--- src/rtl/rr_grant_encoder_pkg.sv ---
// Shared constants, state encoding and index helpers
// for the round-robin grant encoder.
package rr_pkg;

  localparam int N_REQ = 8;
  localparam int IDX_W = 3;

  typedef enum logic {
    ST_IDLE  = 1'b0,
    ST_GRANT = 1'b1
  } st_e;

  // Wrap from N_REQ-1 to 0 comes from IDX_W-bit overflow.
  function automatic logic [IDX_W-1:0] inc_idx(
    input logic [IDX_W-1:0] v
  );
    return v + 1'b1;
  endfunction

endpackage

--- src/rtl/rr_grant_encoder_pick.sv ---
// Round-robin pick: rotate by ptr, find first set bit,
// then add ptr back to get the absolute index.
module rr_pick
  import rr_pkg::*;
(
  input  logic [N_REQ-1:0] req,
  input  logic [IDX_W-1:0] ptr,
  output logic [IDX_W-1:0] idx,
  output logic             any
);

  logic [2*N_REQ-1:0] w_dbl;
  logic [N_REQ-1:0]   w_rot;
  logic [IDX_W-1:0]   w_off;

  assign w_dbl = {req, req} >> ptr;
  assign w_rot = w_dbl[N_REQ-1:0];

  // Lowest set bit of the rotated vector wins.
  always_comb begin
    w_off = '0;
    for (int k = N_REQ - 1; k >= 0; k--) begin
      if (w_rot[k]) w_off = IDX_W'(k);
    end
  end

  assign idx = w_off + ptr;
  assign any = |req;

endmodule

--- src/rtl/rr_grant_encoder.sv ---
// Round-robin arbiter over 8 requests, registered index
// with valid/ready. Optional burst lock: RR_GRANT_LOCK_EN.
module rr_grant_encoder
  import rr_pkg::*;
(
  input  logic             clk,
  input  logic             rst_n,
  input  logic [N_REQ-1:0] req,
`ifdef RR_GRANT_LOCK_EN
  input  logic             lock,
`endif
  output logic [IDX_W-1:0] grant_idx,
  output logic             grant_vld,
  input  logic             grant_rdy,
  output logic [IDX_W-1:0] ptr
);

  st_e              r_state;
  logic [IDX_W-1:0] r_idx;
  logic [IDX_W-1:0] r_ptr;

  logic [IDX_W-1:0] w_base;
  logic [IDX_W-1:0] w_pick;
  logic             w_any;
  logic             w_hold;

  // Priority base: stored ptr when idle, slot after the
  // current grant when re-arbitrating on a transfer.
  always_comb begin
    w_base = r_ptr;
    if (r_state == ST_GRANT) w_base = inc_idx(r_idx);
  end

  rr_pick u_pick (
    .req (req),
    .ptr (w_base),
    .idx (w_pick),
    .any (w_any)
  );

`ifdef RR_GRANT_LOCK_EN
  assign w_hold = lock & req[r_idx];
`else
  assign w_hold = 1'b0;
`endif

  // Grant FSM with registered index and pointer.
  always_ff @(posedge clk or negedge rst_n) begin
    if (!rst_n) begin
      r_state <= ST_IDLE;
      r_idx   <= '0;
      r_ptr   <= '0;
    end else begin
      unique case (r_state)
        ST_IDLE: begin
          if (w_any) begin
            r_idx   <= w_pick;
            r_state <= ST_GRANT;
          end
        end
        ST_GRANT: begin
          if (grant_rdy && !w_hold) begin
            r_ptr <= inc_idx(r_idx);
            if (w_any) r_idx <= w_pick;
            else       r_state <= ST_IDLE;
          end
        end
        default: r_state <= ST_IDLE;
      endcase
    end
  end

  assign grant_idx = r_idx;
  assign grant_vld = (r_state == ST_GRANT);
  assign ptr       = r_ptr;

endmodule

--- config.mk ---
export PLATFORM = sky130hd
export DESIGN_NAME = rr_grant_encoder
export DESIGN_NICKNAME = d
export VERILOG_FILES = /design/src/rtl/rr_grant_encoder_pkg.sv /design/src/rtl/rr_grant_encoder_pick.sv /design/src/rtl/rr_grant_encoder.sv
export SDC_FILE = /design/constraint.sdc
export NUM_CORES = 1
export LEC_CHECK = 0
export ABC_AREA = 1
export CORE_MARGIN = 2
export CORE_UTILIZATION = 45
export DETAILED_ROUTE_END_ITERATION = 10
export PLACE_DENSITY_LB_ADDON = 0.1
export SYNTH_ARGS = -nofsm -noshare
export SYNTH_HDL_FRONTEND = slang
export SYNTH_HIERARCHICAL = 1
export SYNTH_SLANG_ARGS = --single-unit
--- constraint.sdc ---
create_clock -name clk -period 2.6 [get_ports clk]
set_input_delay 0.52 -clock clk [delete_from_list [all_inputs] [get_ports clk]]
set_output_delay 0.52 -clock clk [all_outputs]
set_load 0.02 [all_outputs]
==> results.md, run 1 <==
- The total core area is 1783 µm².
- Sorting the synthesized cells by how often they occur yields sky130_fd_sc_hd__nand2_1, sky130_fd_sc_hd__nand3_1, sky130_fd_sc_hd__nand2_2.
- The total DRC errors in the routed layout is 0.
- The biggest area consumer among synthesized cells is sky130_fd_sc_hd__nand2_1.
- The maximum number of pins on one net before global-route repair is 11.
- Synthesis produced a netlist with a net count of 156.
- The synthesized netlist contains 23 unique library cells.
- The overall routed net length is 2697 µm.
- The maximum root-to-sink buffer count is 2.
- The data required time at the worst endpoint is 2.75 ns.
- STA classifies the critical path endpoint as a flip-flop.
- The all-layer global routing usage is 25.23%.
- The flow ran to the end, but the final reports show violations.
- The area added between synthesis and finish is 63.90%.
- The peak fanout along the critical path is 7.
- The number of global-route vias before repair is 944.
- After detailed routing, the average wire length per cell comes to 12.43 µm.
- The average via count per standard cell is 5.189.
- In this run the vertical extent of the chip is 48.06 µm.
- The final net count is 207.
- In this run the count of I/O pins placed on the die edge is 18.
- Dividing the final minimum period by the clock period gives 111.0%.
- The fill cell instance count of the final layout is 138.
- The worst slew margin relative to its limit is 76.33%.
- The stage delay of the slowest cell on the critical path is 0.43 ns.
- Setup violations remaining at the end of the flow were counted as 2.
- The final hold violation count is 0.
- The number of levels in the clock H-tree is 1.
- The clock skew is 0.005729 ns.
- The final core area utilization is 80.28%.
- The routability congestion estimate from global placement is 0.8868.
- The die is 48.06 µm wide.
- In this run the cell area of the synthesized design comes to 873.3 µm².
- The share of the synthesized area in the top cell type is 27.08%.
- The TritonCTS clock tree is yes.
- The number of hold-repair buffers added at the cts stage is 0.
- After the first detailed-routing iteration, the DRC count stood at 19.
- The initial antenna violation count is 0.
- CTS saw 7 sinks.
- The most repeated cell in the gate-level netlist after synthesis is sky130_fd_sc_hd__nand2_1.
- Port buffering added 17 buffers.
- The total CTS buffers is 3.
- The pre-antenna-repair detailed-routing pass consisted of 4 iterations.
- The count of final max-slew check failures is 0.
- CTS placed an instance of sky130_fd_sc_hd__clkbuf_4 at the clock tree root.
- Yosys attributes the largest share of cell area to sky130_fd_sc_hd__nand2_1, sky130_fd_sc_hd__dfrtp_1, sky130_fd_sc_hd__nand3_1.
- The floorplan step defined a die boundary enclosing 2309 µm².
- The highest clock frequency the design can meet is 346.6 MHz.
- The measured slew at the worst slew-check pin is 0.3539 ns.
- The setup path with the least slack is of type reg2reg.
- The most frequently used flop master after synthesis is sky130_fd_sc_hd__dfrtp_1.
- Clock-pin slew was measured on the worst setup and hold paths at 0.06 ns.
- The detailed router placed 1126 vias in this run.
- The number of violations of the max-capacitance limit is 0.
- The sequential share of the synthesized area is 20.06%.
- The number of enable-type register cells in the synthesized netlist is 0.
- The number of routed nets with antenna violations is 0.
- The half-perimeter wire length of the detailed placement result is 1885 µm.
- The post-synthesis average cell area is 6.150 µm².
- The minimum setup slack in the final design is -0.2849 ns.
- The critical path goes through ha_4 -> inv_4 -> o21ai_4 -> buf_12 -> buf_4 -> nand3_2 -> nand3_1 -> nand2_2 -> nand2_1 -> nand2_1 -> nand2_1 -> nand2_1 -> nand2_1 -> a21oi_2 -> ha_2 -> inv_2 -> fa_2 -> xor2_1 -> nand3b_1 -> nand2_1 -> inv_1 -> nand3_1 -> nand2_1.
- By instance count, the cell type seen most on the critical path is sky130_fd_sc_hd__nand2_1.
- STA classifies the critical path startpoint as a flip-flop.
- The slowest stage of the critical path belongs to the cell sky130_fd_sc_hd__dfrtp_2.
- The number of synthesized register bits is 7.
- The clock latency of the later-clocked register in the worst-skew pair is 0.27 ns.
- Data arrives at the worst endpoint at 3.04 ns.
- The checks that failed: setup timing.
- The global-route wire length before repair is 3926 µm.
- The initial cell density of the core is 48.98%.
- Subtracting the final worst setup slack from the clock period gives 2.885 ns.
- The repair_antennas step left the layout with diodes totalling 0.
- The sum of overflow across all layers after global routing is 0.
- The tightest min-delay check is of the reg2reg type.
- Cells with a size suffix above 1 make up 43.75% of the layout.
- The synthesized instance count is 142.
- Row generation in the floorplan step produced 15 rows.
- After synthesis, the share of flip-flops with an asynchronous set or reset is 100.0%.
- The yosys synthesis warning count is 6.
- Setup repair after global routing could not meet its margin everywhere.
-- path summary, 6_finish.rpt --
| path | from | endpoint | slack [ns] | depth (start not counted) |
|---|---|---|---|---|
| setup / recovery | grant_idx[0] | grant_idx[2] | -0.28 | 23 |
| hold / removal | ptr[2] | ptr[2] | 0.51 | 2 |
| setup reg to reg | grant_idx[0] | grant_idx[2] | -0.28 | 23 |
| hold reg to reg | ptr[2] | ptr[2] | 0.51 | 2 |
| max in group asynchronous | rst_n | grant_idx[1] | 1.79 | 1 |
| min in group asynchronous | rst_n | ptr[2] | 0.52 | 1 |
-- flip-flops by register name, indices dropped and copies added (netlist names) --
signal / cells
ptr: 3
grant_vld: 1
grant_idx: 3
-- stage by stage --
| step | std cells | hold slack, ns | area [µm²] | setup WS (ns) | TNS [ns] |
|---|---|---|---|---|---|
| after floorplan | 142 | 0.2244 | 915.9 | -0.2098 | -0.2468 |
| after global placement | 206 | 0.4975 | 1287 | -0.4173 | -0.6631 |
| after detailed placement | 206 | 0.5055 | 1287 | -0.4518 | -0.7259 |
| after CTS | 214 | 0.5168 | 1365 | -0.2957 | -0.4162 |
| after global routing | 217 | 0.5335 | 1431 | -0.4494 | -0.7453 |
| final | 217 | 0.5145 | 1431 | -0.2849 | -0.4480 |
-- what timing repair did --
| action | CTS | global route |
|---|---|---|
| pin swaps | 5 | 10 |
| buffers inserted | 4 | 4 |
| endpoints found under the setup margin | 2 | 2 |
| gates resized for setup | 5 | 12 |
-- metal layers --
layer	vias up	wire, µm	GRT usage [%]
met1	540	1152	30.47
met3	5	108	6.792
li1	556	-	-
met2	25	1404	44.80
met4	0	31	4.865
met5	-	0	0
-- critical path: cells and delay by family, from the launching register on --
family          cells  cell delay, ns
simple gates       12            0.82
fa+ha+maj           3            0.76
flops               1            0.43
buf+inv             5            0.41
compound gates      2            0.19
xor+xnor            1            0.15
-- cells by family after synthesis --
group           after synthesis  synth area share [%]
simple gates                107                 58.45
buf+inv                      17                 10.60
compound gates                7                 4.728
flops                         7                 20.06
fa+ha+maj                     3                 5.157
xor+xnor                      1                 1.003
-- cells in the final DEF, fill, tap and decap left out, types with 2 or more instances in the layout --
cell type	count
sky130_fd_sc_hd__a21oi_2	2
sky130_fd_sc_hd__buf_4	29
sky130_fd_sc_hd__buf_6	2
sky130_fd_sc_hd__clkbuf_4	3
sky130_fd_sc_hd__clkdlybuf4s50_1	17
sky130_fd_sc_hd__dfrtp_1	4
sky130_fd_sc_hd__dfrtp_2	3
sky130_fd_sc_hd__inv_1	8
sky130_fd_sc_hd__inv_2	3
sky130_fd_sc_hd__inv_8	2
sky130_fd_sc_hd__nand2_1	57
sky130_fd_sc_hd__nand2_2	20
sky130_fd_sc_hd__nand3_1	13
sky130_fd_sc_hd__nand3_2	10
sky130_fd_sc_hd__nor4_1	2
sky130_fd_sc_hd__o21ai_1	2
-- cell type report --
cell class              count  area (µm²)  area share [%]
clock buffers               4       26.28           1.836
flip-flops and latches      7       178.9           12.50
multi-input cells         118       694.4           48.51
well taps                  25       31.28           2.185
inverters                  14       70.07           4.895
repair buffers             49       430.4           30.07
Power of run 1 is not shown: default switching activity piles up to over one toggle a cycle in this logic, so the estimate is an artifact.
==> run 2: changes to the inputs <==
- ABC_CLOCK_PERIOD_IN_PS: unset -> 2600
- GPL_TIMING_DRIVEN: unset -> 0
==> results.md, run 2 (same netlist as run 1, synthesis figures left out) <==
- The flow ran to the end, but the final reports show violations.
- The checks that failed: setup timing.
- The overall routed net length is 2553 µm.
- The setup violation total in the final timing report is 2.
- The data required time at the worst endpoint is 2.75 ns.
- Derived from the worst setup path, the maximum achievable clock frequency is 339.2 MHz.
- The floorplan step defined a die boundary enclosing 2309 µm².
- For this block, the initial DRC count from the detailed router was 16.
- The via total after detailed routing is 1030.
- Detailed routing placed a total of 120 µm of wire on met3.
- The final critical path time including I/O delays and setup is 2.948 ns.
- During I/O placement, the number of pins put on the boundary was 18.
- Global routing finished with a remaining overflow of 0.
- By instance count, the cell type seen most on the critical path is sky130_fd_sc_hd__nand2_1.
- Clock tree synthesis inserted a total of 3 buffers.
- Port buffering added 17 buffers.
- Entering global routing, the biggest net connects 11 pins.
- The worst path uses 113.4% of the clock period.
- In the routed layout, each cell is associated on average with a via count of 5.150.
- The final design area excluding fillers is 1301 µm².
- The library cells used most frequently in the layout, excluding fill and tap cells, are sky130_fd_sc_hd__nand2_1, sky130_fd_sc_hd__nand2_2, sky130_fd_sc_hd__clkdlybuf4s50_1, sky130_fd_sc_hd__nand3_1, sky130_fd_sc_hd__nand3_2.
- The half-perimeter wire length of the detailed placement result is 1656 µm.
- The clock edge transition at the registers on the reported setup and hold paths is 0.06 ns.
- Together, buffers and inverters on the worst path number 5.
- The cell row count is 15.
- The cell area reported after detailed placement is 1117 µm².
- STA puts the critical path data arrival time at 3.10 ns.
- The most common cell after layout, fill and taps aside is sky130_fd_sc_hd__nand2_1.
- Clock tree synthesis found a total of 7 sinks.
- Broken down by cell family, the worst path's largest delay share belongs to simple AND/OR/NAND/NOR gates.
- The endpoint class of the critical path is a flip-flop.
- The measured slew at the worst slew-check pin is 0.3552 ns.
- After detailed routing, the average wire length per cell comes to 12.77 µm.
- The topmost layer with routed signal wires is met4.
- The critical path class is reg2reg.
- The kind of path behind the tightest hold check is reg2reg.
- The number of violations of the max-capacitance limit is 0.
- The all-layer global routing usage is 22.92%.
- The detailed router put a total of 1150 µm of wire on met1.
- The vertical die dimension is 48.06 µm.
- Among all stages on the critical path, the largest delay is contributed by sky130_fd_sc_hd__dfrtp_2.
- At the end of routability-driven placement, the weighted congestion stood at 0.8224.
- The clock latency of the later-clocked register in the worst-skew pair is 0.26 ns.
- The final hold violation count came to 0.
- The number of global-route vias before repair is 865.
- Clock skew on the completed layout was measured at 0.01094 ns.
- Counting along the longest clock path gives a buffer depth of 2.
- The initial antenna violation count is 0.
- The count of final max-slew check failures is 0.
- The routed wire length on met2 is 1266 µm.
- The kind of start point of the critical path is a flip-flop.
- The non-filler instance count after layout is 200.
- The master cell of the clock root buffer is sky130_fd_sc_hd__clkbuf_4.
- Once detail routing completed, the nets flagged for antenna violations numbered 0.
- The die span in x is 48.06 µm.
- CTS built an H-tree with a depth of 1.
- Setup repair after global routing could not meet its margin everywhere.
- TritonCTS built the clock tree.
- The number of antenna repair diodes is 0.
- The first global-routing pass estimated 3650 µm of wire.
- Across all setup checks in the final design, the least slack found is -0.3482 ns.
- The worst slew margin relative to its limit is 76.25%.
- For this configuration, the core starts out at a cell density of 48.98%.
- The stage delay of the slowest cell on the critical path is 0.37 ns.
- From synthesis to final layout, the design area changed by 49.00%.
- The peak fanout along the critical path is 7.
- For this run, the detailed router's first-pass iteration total came to 6.
- The post-route netlist has 39.43% of its cells at a drive strength greater than 1.
- The final net count is 190.
- Cells fill 72.98% of the core in the end.
- For the final routed database, the setup TNS stands at -0.5297 ns.
- The cell count after placement is 184.
- The core region is 1783 µm².
- The worst register-to-register path has a setup slack of -0.35 ns.
- The total DRC errors in the routed layout is 0.
run 2: layout make-up:
cell class,count,area (µm²)
buffer,3,33.78
timing repair inverter,1,6.256
multi-input combinational,118,696.9
sequential,7,178.9
inverter,14,71.32
tap,25,31.28
fill,153,481.7
clock buffer,4,26.28
timing repair buffer,28,256.5
run 2: worst paths after layout:
path,start,endpoint,cells after the start
setup / recovery,grant_vld,grant_idx[2],25
hold reg to reg,grant_idx[2],grant_idx[2],2
max in group asynchronous,rst_n,grant_idx[1],1
setup reg to reg,grant_vld,grant_idx[2],25
hold / removal,grant_idx[2],grant_idx[2],2
min in group asynchronous,rst_n,ptr[1],1
run 2: per-stage QoR:
stage	setup slack, ns	hold slack [ns]
floorplan	-0.2098	0.2244
CTS	-0.3206	0.5248
finish	-0.3482	0.5159
global placement	-0.4438	0.4959
global route	-0.5483	0.5416
detailed placement	-0.5093	0.5110
run 2: tightest hold or removal path, stage by stage, from the launching register on:
cell,delay (ns)
sky130_fd_sc_hd__dfrtp_1,0.37
sky130_fd_sc_hd__nand2_1,0.06
sky130_fd_sc_hd__nand2_1,0.05
run 2: metal layers:
| layer | GRT usage [%] | vias up |
|---|---|---|
| li1 | - | 521 |
| met1 | 29.50 | 470 |
| met2 | 37.60 | 35 |
| met3 | 6.038 | 4 |
| met4 | 6.486 | 0 |
| met5 | 0 | - |
run 2: timing repair:
| action | CTS | global route |
|---|---|---|
| gates resized for setup | 11 | 7 |
| pin swaps | 11 | 10 |
| hold buffers | 0 | 0 |
| gates cloned | 1 | 0 |
| setup endpoints to repair | 2 | 2 |
| setup buffers | 9 | 2 |
Power of run 2 is left out for the same reason.
==> run 3: changes to the inputs <==
- CORE_ASPECT_RATIO: unset -> 0.8
==> results.md, run 3 (same netlist as run 1, synthesis figures left out) <==
- The per-cell routed wire length is 11.99 µm.
- The worst slew margin relative to its limit is 77.98%.
- The cell occurring most often along the worst timing path is sky130_fd_sc_hd__nand2_1.
- The critical path class is reg2reg.
- Entering global routing, the biggest net connects 11 pins.
- After routing, the total negative slack on setup checks comes to -0.4776 ns.
- The master cell of the clock root buffer is sky130_fd_sc_hd__clkbuf_4.
- The final core area utilization is 68.67%.
- The setup violation total in the final timing report is 2.
- For this configuration, the core starts out at a cell density of 47.04%.
- The peak fanout along the critical path is 9.
- The final critical-path share of the clock period is 112.7%.
- The checks that failed: setup timing.
- The clock skew is 0.005321 ns.
- The via total after detailed routing is 977.
- The vertical die dimension is 43.40 µm.
- The initial antenna violation count was 0.
- The sum of overflow across all layers after global routing is 0.
- The number of global-route vias before repair came to 881.
- Once detailed placement completed, the half-perimeter wirelength came to 1677 µm.
- The cell count after placement is 183.
- The routed wire length on met2 is 995 µm.
- The floorplan has 14 rows.
- The detailed router put a total of 1212 µm of wire on met1.
- The final net count is 188.
- The stage delay of the slowest cell on the critical path is 0.44 ns.
- Cells with a size suffix above 1 make up 38.15% of the layout.
- The clock edge transition at the registers on the reported setup and hold paths is 0.06 ns.
- Global routing used 22.38% of the available tracks across all layers.
- The total core area is 1857 µm².
- The detail route stage leaves a number of antenna-violating nets equal to 0.
- The endpoint class of the critical path is a flip-flop.
- At the pin with the least slew margin, the transition time is 0.3273 ns.
- The first global-routing pass estimated 3795 µm of wire.
- The kind of path behind the tightest hold check is in2async.
- After detailed routing, the number of remaining DRC violations is 0.
- For this block, the initial DRC count from the detailed router was 18.
- In this run the number of H-tree levels came out at 1.
- The die area is 2311 µm².
- The number of clock sinks is 7.
- The topmost layer with routed signal wires is met4.
- The library cell used most frequently in the layout, excluding fill and tap cells, is sky130_fd_sc_hd__nand2_1.
- The count of final max-slew check failures is 0.
- The kind of start point of the critical path is a flip-flop.
- The final hold violation count is 0.
- The routability congestion estimate from global placement is 0.9543.
- The first detailed-routing pass took 4 iterations.
- Counting along the longest clock path gives a buffer depth of 2.
- The average via count per standard cell is 4.959.
- The placed instances occupy a cell area of 1116 µm².
- The final critical path time including I/O delays and setup is 2.930 ns.
- The top cell types in the final layout, fill and taps aside, are sky130_fd_sc_hd__nand2_1, sky130_fd_sc_hd__nand2_2, sky130_fd_sc_hd__clkdlybuf4s50_1, sky130_fd_sc_hd__nand3_1.
- The fill cell instance count of the final layout is 161.
- The number of input and output port buffers inserted is 17.
- STA puts the critical path data required time at 2.75 ns.
- The die span in x is 53.26 µm.
- Setup repair after global routing could not meet its margin everywhere.
- Measured in cells, the most critical reg-to-reg path has a length of 23.
- Walking the worst path, the cells encountered are ha_4 -> inv_2 -> o21ai_2 -> buf_6 -> inv_8 -> nand3_2 -> nand2_1 -> nand2_1 -> nand2_2 -> nand2_1 -> nand2_1 -> nand2_1 -> nand2_1 -> a21oi_2 -> ha_2 -> inv_2 -> fa_2 -> xor2_1 -> nand3b_1 -> nand2_1 -> inv_1 -> nand3_1 -> nand2_1.
- The overall routed net length is 2363 µm.
- The highest clock frequency the design can meet is 341.3 MHz.
- The area added between synthesis and finish is 45.99%.
- The clock latency of the later-clocked register in the worst-skew pair is 0.26 ns.
- At the worst endpoint, the arrival time is 3.08 ns.
- The finished cells cover 1275 µm².
- The I/O pin total is 18.
- Counting the buffers created by CTS gives 3.
- The slowest cell on the critical path is sky130_fd_sc_hd__dfrtp_2.
- Once layout is complete, the cells apart from fillers number 197.
- The met3 wire length is 136 µm.
- The TritonCTS clock tree is yes.
- The minimum setup slack in the final design is -0.3299 ns.
- The run finished, with violations left.
- The number of antenna repair diodes is 0.
- The tool flagged a number of max-cap violations equal to 0.
[run 3: final timing paths]
path / startpoint / to / slack, ns
setup / recovery: grant_idx[0] / grant_idx[2] / -0.33
hold / removal: rst_n / ptr[2] / 0.52
hold reg to reg: grant_idx[2] / grant_idx[2] / 0.53
min in group clk: grant_idx[2] / grant_idx[2] / 0.53
max in group asynchronous: rst_n / grant_idx[0] / 1.80
setup reg to reg: grant_idx[0] / grant_idx[2] / -0.33
[run 3: layout make-up]
cell class | count | area, µm² | area share, %
buffer | 3 | 30.03 | 2.355
clock buffer | 4 | 26.28 | 2.061
inverter | 14 | 70.07 | 5.496
multi-input combinational | 118 | 696.9 | 54.66
sequential | 7 | 178.9 | 14.03
tap | 24 | 30.03 | 2.355
timing repair buffer | 27 | 242.7 | 19.04
[run 3: per-stage QoR]
step | setup slack [ns] | hold slack (ns)
finish | -0.3299 | 0.5224
global route | -0.6159 | 0.5316
CTS | -0.2984 | 0.5142
detailed placement | -0.4795 | 0.5008
global placement | -0.4535 | 0.5049
floorplan | -0.2098 | 0.2244
[run 3: worst max-delay path: cells and delay by family (launching register included)]
family / cells / cell delay (ns)
buffers and inverters: 5 / 0.34
xor gates and xnor gates: 1 / 0.15
AOI/OAI and AO/OA: 2 / 0.27
adders and majority gates: 3 / 0.78
DFF: 1 / 0.44
and+or+nand+nor: 12 / 0.85
[run 3: layer usage]
| layer | GRT usage [%] | up-vias |
|---|---|---|
| li1 | - | 518 |
| met1 | 32.25 | 426 |
| met2 | 31.11 | 31 |
| met3 | 9.655 | 2 |
| met4 | 4.615 | 0 |
| met5 | 0 | - |
[run 3: repair_timing]
action | in CTS | in global routing
setup buffers | 7 | 2
pin swaps | 6 | 7
endpoints found under the hold margin | 0 | 0
hold buffers | 0 | 0
gates resized for setup | 7 | 9
endpoints found under the setup margin | 2 | 2
gates cloned | 1 | 0
Power of run 3 is left out for the same reason.
==> RTL edit 1: new RTL, settings of run 2 <==
Build with the macro `RR_GRANT_LOCK_EN` defined.
--- a/src/rtl/rr_grant_encoder.sv
+++ b/src/rtl/rr_grant_encoder.sv
@@ -1,4 +1,6 @@
 // Round-robin arbiter over 8 requests, registered index
 // with valid/ready. Optional burst lock: RR_GRANT_LOCK_EN.
+`define RR_GRANT_LOCK_EN
+
 module rr_grant_encoder
   import rr_pkg::*;
Interface: changed (added lock); port bits go from 18 to 19. No check against the original RTL was run, so the function may have changed too.
==> RTL edit 1 against run 2 <==
The flow still finishes with violations (setup timing). Setup slack gained 23 ps. Critical path depth is 1 lower. Sequential cell count unchanged. Global-route usage up 0.51 points. Highest routed layer unchanged. Fmax up 0.78%. Largest cell class unchanged. Synthesized area grew 14%. Wire length grew 9.1%. Critical path type unchanged. Count of clock-buffer cells in the layout is the same. Synthesized cell count increased by 14%. Final cell count rose by 14%. Design area up 13%.
Power is left out: the tool's default activity adds up to more than one toggle a clock period on the data nets, which glitch-free logic cannot reach.
==> RTL edit 1: results (changes against run 2) <==
metric;value;unit;change
synth unique cells;24;;+4.3%
wl on met1;1249;um;+8.6%
sequential share of the synthesized area;0.1763;;-0.02425
filler instances;183;;+20%
Fin Setup TNS;-484.6;ps;+45.13 ps
pre-CTS WS;-527.1;ps;-17.88 ps
hold slack;525.8;ps;+9.889 ps
relative slew slack;0.7933;;+0.03079
crit-path max FO;6;;-1
GPL Wtd Cong;0.8625;;+4.9%
vias in the first global route;1135;;+31%
WP data arrival;3060;ps;-40 ps
violations in the final reports;setup timing;;
dpl hpwl;1995;um;+20%
setup ws final;-325.3;ps;+22.91 ps
syn nets;177;;+13%
Avg Vias per Cell;5.092;;-1.1%
outcome;finished with violations;;
Layout Nets;216;;+14%
postcts setup bufs;10;;+1
placed cells;208;;+13%
layout cells sized above 1;0.3950;;+0.0007143
setup violators final;2;;unchanged
drt wl/cell;12.22;um;-4.3%
Post-synth top cells;69 x nand2_1, 21 x nand3_1, 16 x inv_1, 12 x nand2_2, 7 x dfrtp_1;;
Post-Route WL;2786;um;+9.1%
worst r2r src;grant_idx[0]$_DFFE_PN0P_;;
met2 routed WL;1406;um;+11%
met1 usage;0.2852;;-0.009846
Total Routing Usage GR;0.2343;;+0.005096
IO Port Bufs;18;;+1
worst reg-to-reg path cell count;24;;-4.0%
GR Util met3;0.03801;;-0.02237
Post-Place Cell Area;1245;sq um;+11%
first-pass GRT wire length;4712;um;+29%
met2 Track Usage GR;0.4177;;+0.04175
Largest stage delay, worst path;440;ps;+70 ps
RTL edit 1: cell count changes in the layout (fill, tap and decap cells not counted), moves of 2 or more:
cell | before | now
buf_2 | 0 | 2
buf_4 | 10 | 13
inv_1 | 6 | 12
nand2_2 | 19 | 22
nand2_4 | 1 | 4
nand3_1 | 12 | 16
o21ai_0 | 0 | 3
RTL edit 1: area by class of cell:
type | count | area (sq um) | share of cell area
timing repair buffer | 33 | 291.5 | 0.1976
sequential | 7 | 178.9 | 0.1213
timing repair inverter | 1 | 6.256 | 0.004241
tap | 28 | 35.03 | 0.02375
inverter | 19 | 91.34 | 0.06192
buffer | 3 | 30.03 | 0.02036
clock buffer | 4 | 26.28 | 0.01781
multi-input combinational | 133 | 815.8 | 0.5530
RTL edit 1: how the worst max path moves through the flow:
stage	startpoint	cells after the start	end
after detailed placement	req[4]	20	grant_idx[2]$_DFFE_PN0P_
after CTS	grant_idx[0]$_DFFE_PN0P_	23	grant_idx[2]$_DFFE_PN0P_
after global placement	req[4]	20	grant_idx[2]$_DFFE_PN0P_
after global routing	grant_idx[0]$_DFFE_PN0P_	23	grant_idx[2]$_DFFE_PN0P_
final	grant_idx[0]$_DFFE_PN0P_	24	grant_idx[2]$_DFFE_PN0P_
after floorplan	grant_idx[0]$_DFFE_PN0P_	23	grant_idx[2]$_DFFE_PN0P_
RTL edit 1: cells by family (layout without fill, tap and decap cells):
logic type	Yosys count	in the layout	share of synthesized area
AND/OR/NAND/NOR	119	119	0.5970
buffers and inverters	22	60	0.1121
AO/OA/AOI/OAI	9	9	0.05164
flip-flops	7	7	0.1763
adder cells (fa/ha/maj)	3	3	0.04534
XOR/XNOR	2	2	0.01764
==> RTL edit 2: new RTL, config.mk and constraints of run 2 <==
Without the edit above. Reset style: synchronous (`rst_n`), changed in one clocked block.
--- a/src/rtl/rr_grant_encoder.sv
+++ b/src/rtl/rr_grant_encoder.sv
@@ -46,5 +46,5 @@
 
   // Grant FSM with registered index and pointer.
-  always_ff @(posedge clk or negedge rst_n) begin
+  always_ff @(posedge clk) begin
     if (!rst_n) begin
       r_state <= ST_IDLE;
Function: differs if rst_n is asserted again (counterexample within 4 cycles, from zero or initial values and one cycle with rst_n low); with rst_n held inactive, the same outputs for 10 cycles.
==> RTL edit 2 against run 2 <==
The run still ends with setup timing left. Wire length shrank 6.3%. Global-route usage down 0.24 points. Synthesized area up 0.14%. Setup slack improved by 63 ps. Sequential cell count unchanged. Sequential share of layout area fell by 2.0 points. Design area down 0.58%. Non-clock buffer count is the same. Critical path type unchanged.
==> RTL edit 2: results (changes against run 2) <==
metric;value;unit;change
dominant cells by area after synthesis;nand2_1 26%, dfxtp_1 16%, nand3_1 9.7%;;
CTS buffer count;3;;unchanged
pre-CTS WS;-574.9;ps;-65.64 ps
vias in the first global route;928;;+7.3%
crit-path max FO;6;;-1
first-pass GRT wire length;3594;um;-1.5%
Finished Layout Cells;209;;+4.5%
Slew @ Worst Pin;305.0;ps;-50.18 ps
worst reg-to-reg path cell count;24;;-4.0%
Post-Route WL;2392;um;-6.3%
violations in the final reports;setup timing;;
Synth Flop Type;dfxtp_1;;
via count;1078;;+4.7%
filler instances;148;;-3.3%
met2 Track Usage GR;0.4160;;+0.04000
outcome;finished with violations;;
Avg Cell Area, Syn;5.792;sq um;-5.8%
worst r2r src;grant_idx[0]$_SDFFE_PN0P_;;
syn nets;165;;+5.8%
layout cells sized above 1;0.3696;;-0.02472
Total Routing Usage GR;0.2268;;-0.002394
synth unique cells;25;;+8.7%
Setup Skew;4.376;ps;-6.565 ps
Largest stage delay, worst path;350;ps;-20 ps
met1 usage;0.2472;;-0.04783
Max-Cap Viols;0;;unchanged
Post-synth top cells;61 x nand2_1, 17 x nand3_1, 14 x inv_1, 13 x nand2_2, 8 x nor2_1;;
WP data arrival;3020;ps;-80 ps
CP max-delay cell;dfxtp_4;;
first drt pass iteration count;4;;-2
setup ws final;-285.2;ps;+63.02 ps
dpl hpwl;1647;um;-0.53%
antenna violations before repair;0;;unchanged
Worst Setup EP;grant_idx[2]$_SDFFE_PN0P_;;
post-synthesis async set-or-reset flop share;0;;-1.000
Layout Nets;199;;+4.7%
GR Util met3;0.03019;;-0.03019
GPL Wtd Cong;0.8115;;-1.3%
H-tree levels;1;;unchanged
sequential share of the synthesized area;0.1602;;-0.04034
setup violators final;2;;unchanged
Skew-Pair Late Insertion Delay;250;ps;
Iter 0 DRT Violations;27;;+11
placed cells;193;;+4.9%
[RTL edit 2: worst min path at each step]
stage	from	to	slack, ps	cells past startpoint
floorplan	grant_idx[1]$_SDFFE_PN0P_	grant_idx[1]$_SDFFE_PN0P_	530	2
global placement	ptr[1]$_SDFFE_PN0P_	ptr[1]$_SDFFE_PN0P_	500	2
detailed placement	ptr[0]$_SDFFE_PN0P_	ptr[0]$_SDFFE_PN0P_	500	2
CTS	ptr[0]$_SDFFE_PN0P_	ptr[0]$_SDFFE_PN0P_	510	2
global route	ptr[0]$_SDFFE_PN0P_	ptr[0]$_SDFFE_PN0P_	540	2
finish	ptr[0]$_SDFFE_PN0P_	ptr[0]$_SDFFE_PN0P_	510	2
[RTL edit 2: cells by family (layout without fill, tap and decap cells)]
| group | Yosys count | after routing | synth area share |
|---|---|---|---|
| AOI/OAI and AO/OA | 11 | 11 | 0.07296 |
| DFF | 7 | 7 | 0.1602 |
| buffers and inverters | 20 | 53 | 0.1187 |
| and+or+nand+nor | 109 | 109 | 0.5866 |
| adders and majority gates | 3 | 3 | 0.05150 |
| xor gates and xnor gates | 1 | 1 | 0.01002 |
[RTL edit 2: layout make-up]
cell class | count | area share
repair inverters | 1 | 0.004836
flip-flops and latches | 7 | 0.1170
plain buffers | 3 | 0.02321
well taps | 25 | 0.02418
multi-input cells | 124 | 0.5493
clock buffers | 4 | 0.02031
repair buffers | 28 | 0.1983
inverters | 17 | 0.06286
[RTL edit 2: power by group through the flow]
stage                     Clock (mW)  Sequential, mW  Combinational [mW]
after floorplan                    0           0.197               0.612
after global placement             0           0.173               0.804
after detailed placement           0           0.174               0.828
after CTS                      0.100           0.168                1.04
after global routing           0.106           0.171                1.18
final                         0.0961           0.169                1.08
[RTL edit 2: per-stage QoR]
stage                     power [mW]  cell area, sq um  TNS, ps
after floorplan               0.8088             917.1   -136.3
after global placement        0.9772              1119   -850.1
after detailed placement       1.001              1119   -989.1
after CTS                      1.309              1286   -389.3
after global routing           1.456              1294   -764.2
final                          1.340              1294   -412.2
[RTL edit 2: per-layer routing]
metal | routed length [um] | vias up
met2 | 1282 | 24
met5 | 0 | -
li1 | - | 550
met1 | 996 | 496
met4 | 48 | 0
met3 | 64 | 8
[RTL edit 2: timing repair]
item	4_1_cts	5_1_grt
pin swaps	9	2
resized for setup	21	1
setup endpoints to repair	2	2
buffers inserted	12	0
cloned	2	0
[RTL edit 2: worst min-delay path, delay by kind of cell, from the launching register on]
kind          cells  cell delay (ps)
flops             1              320
simple gates      2              150
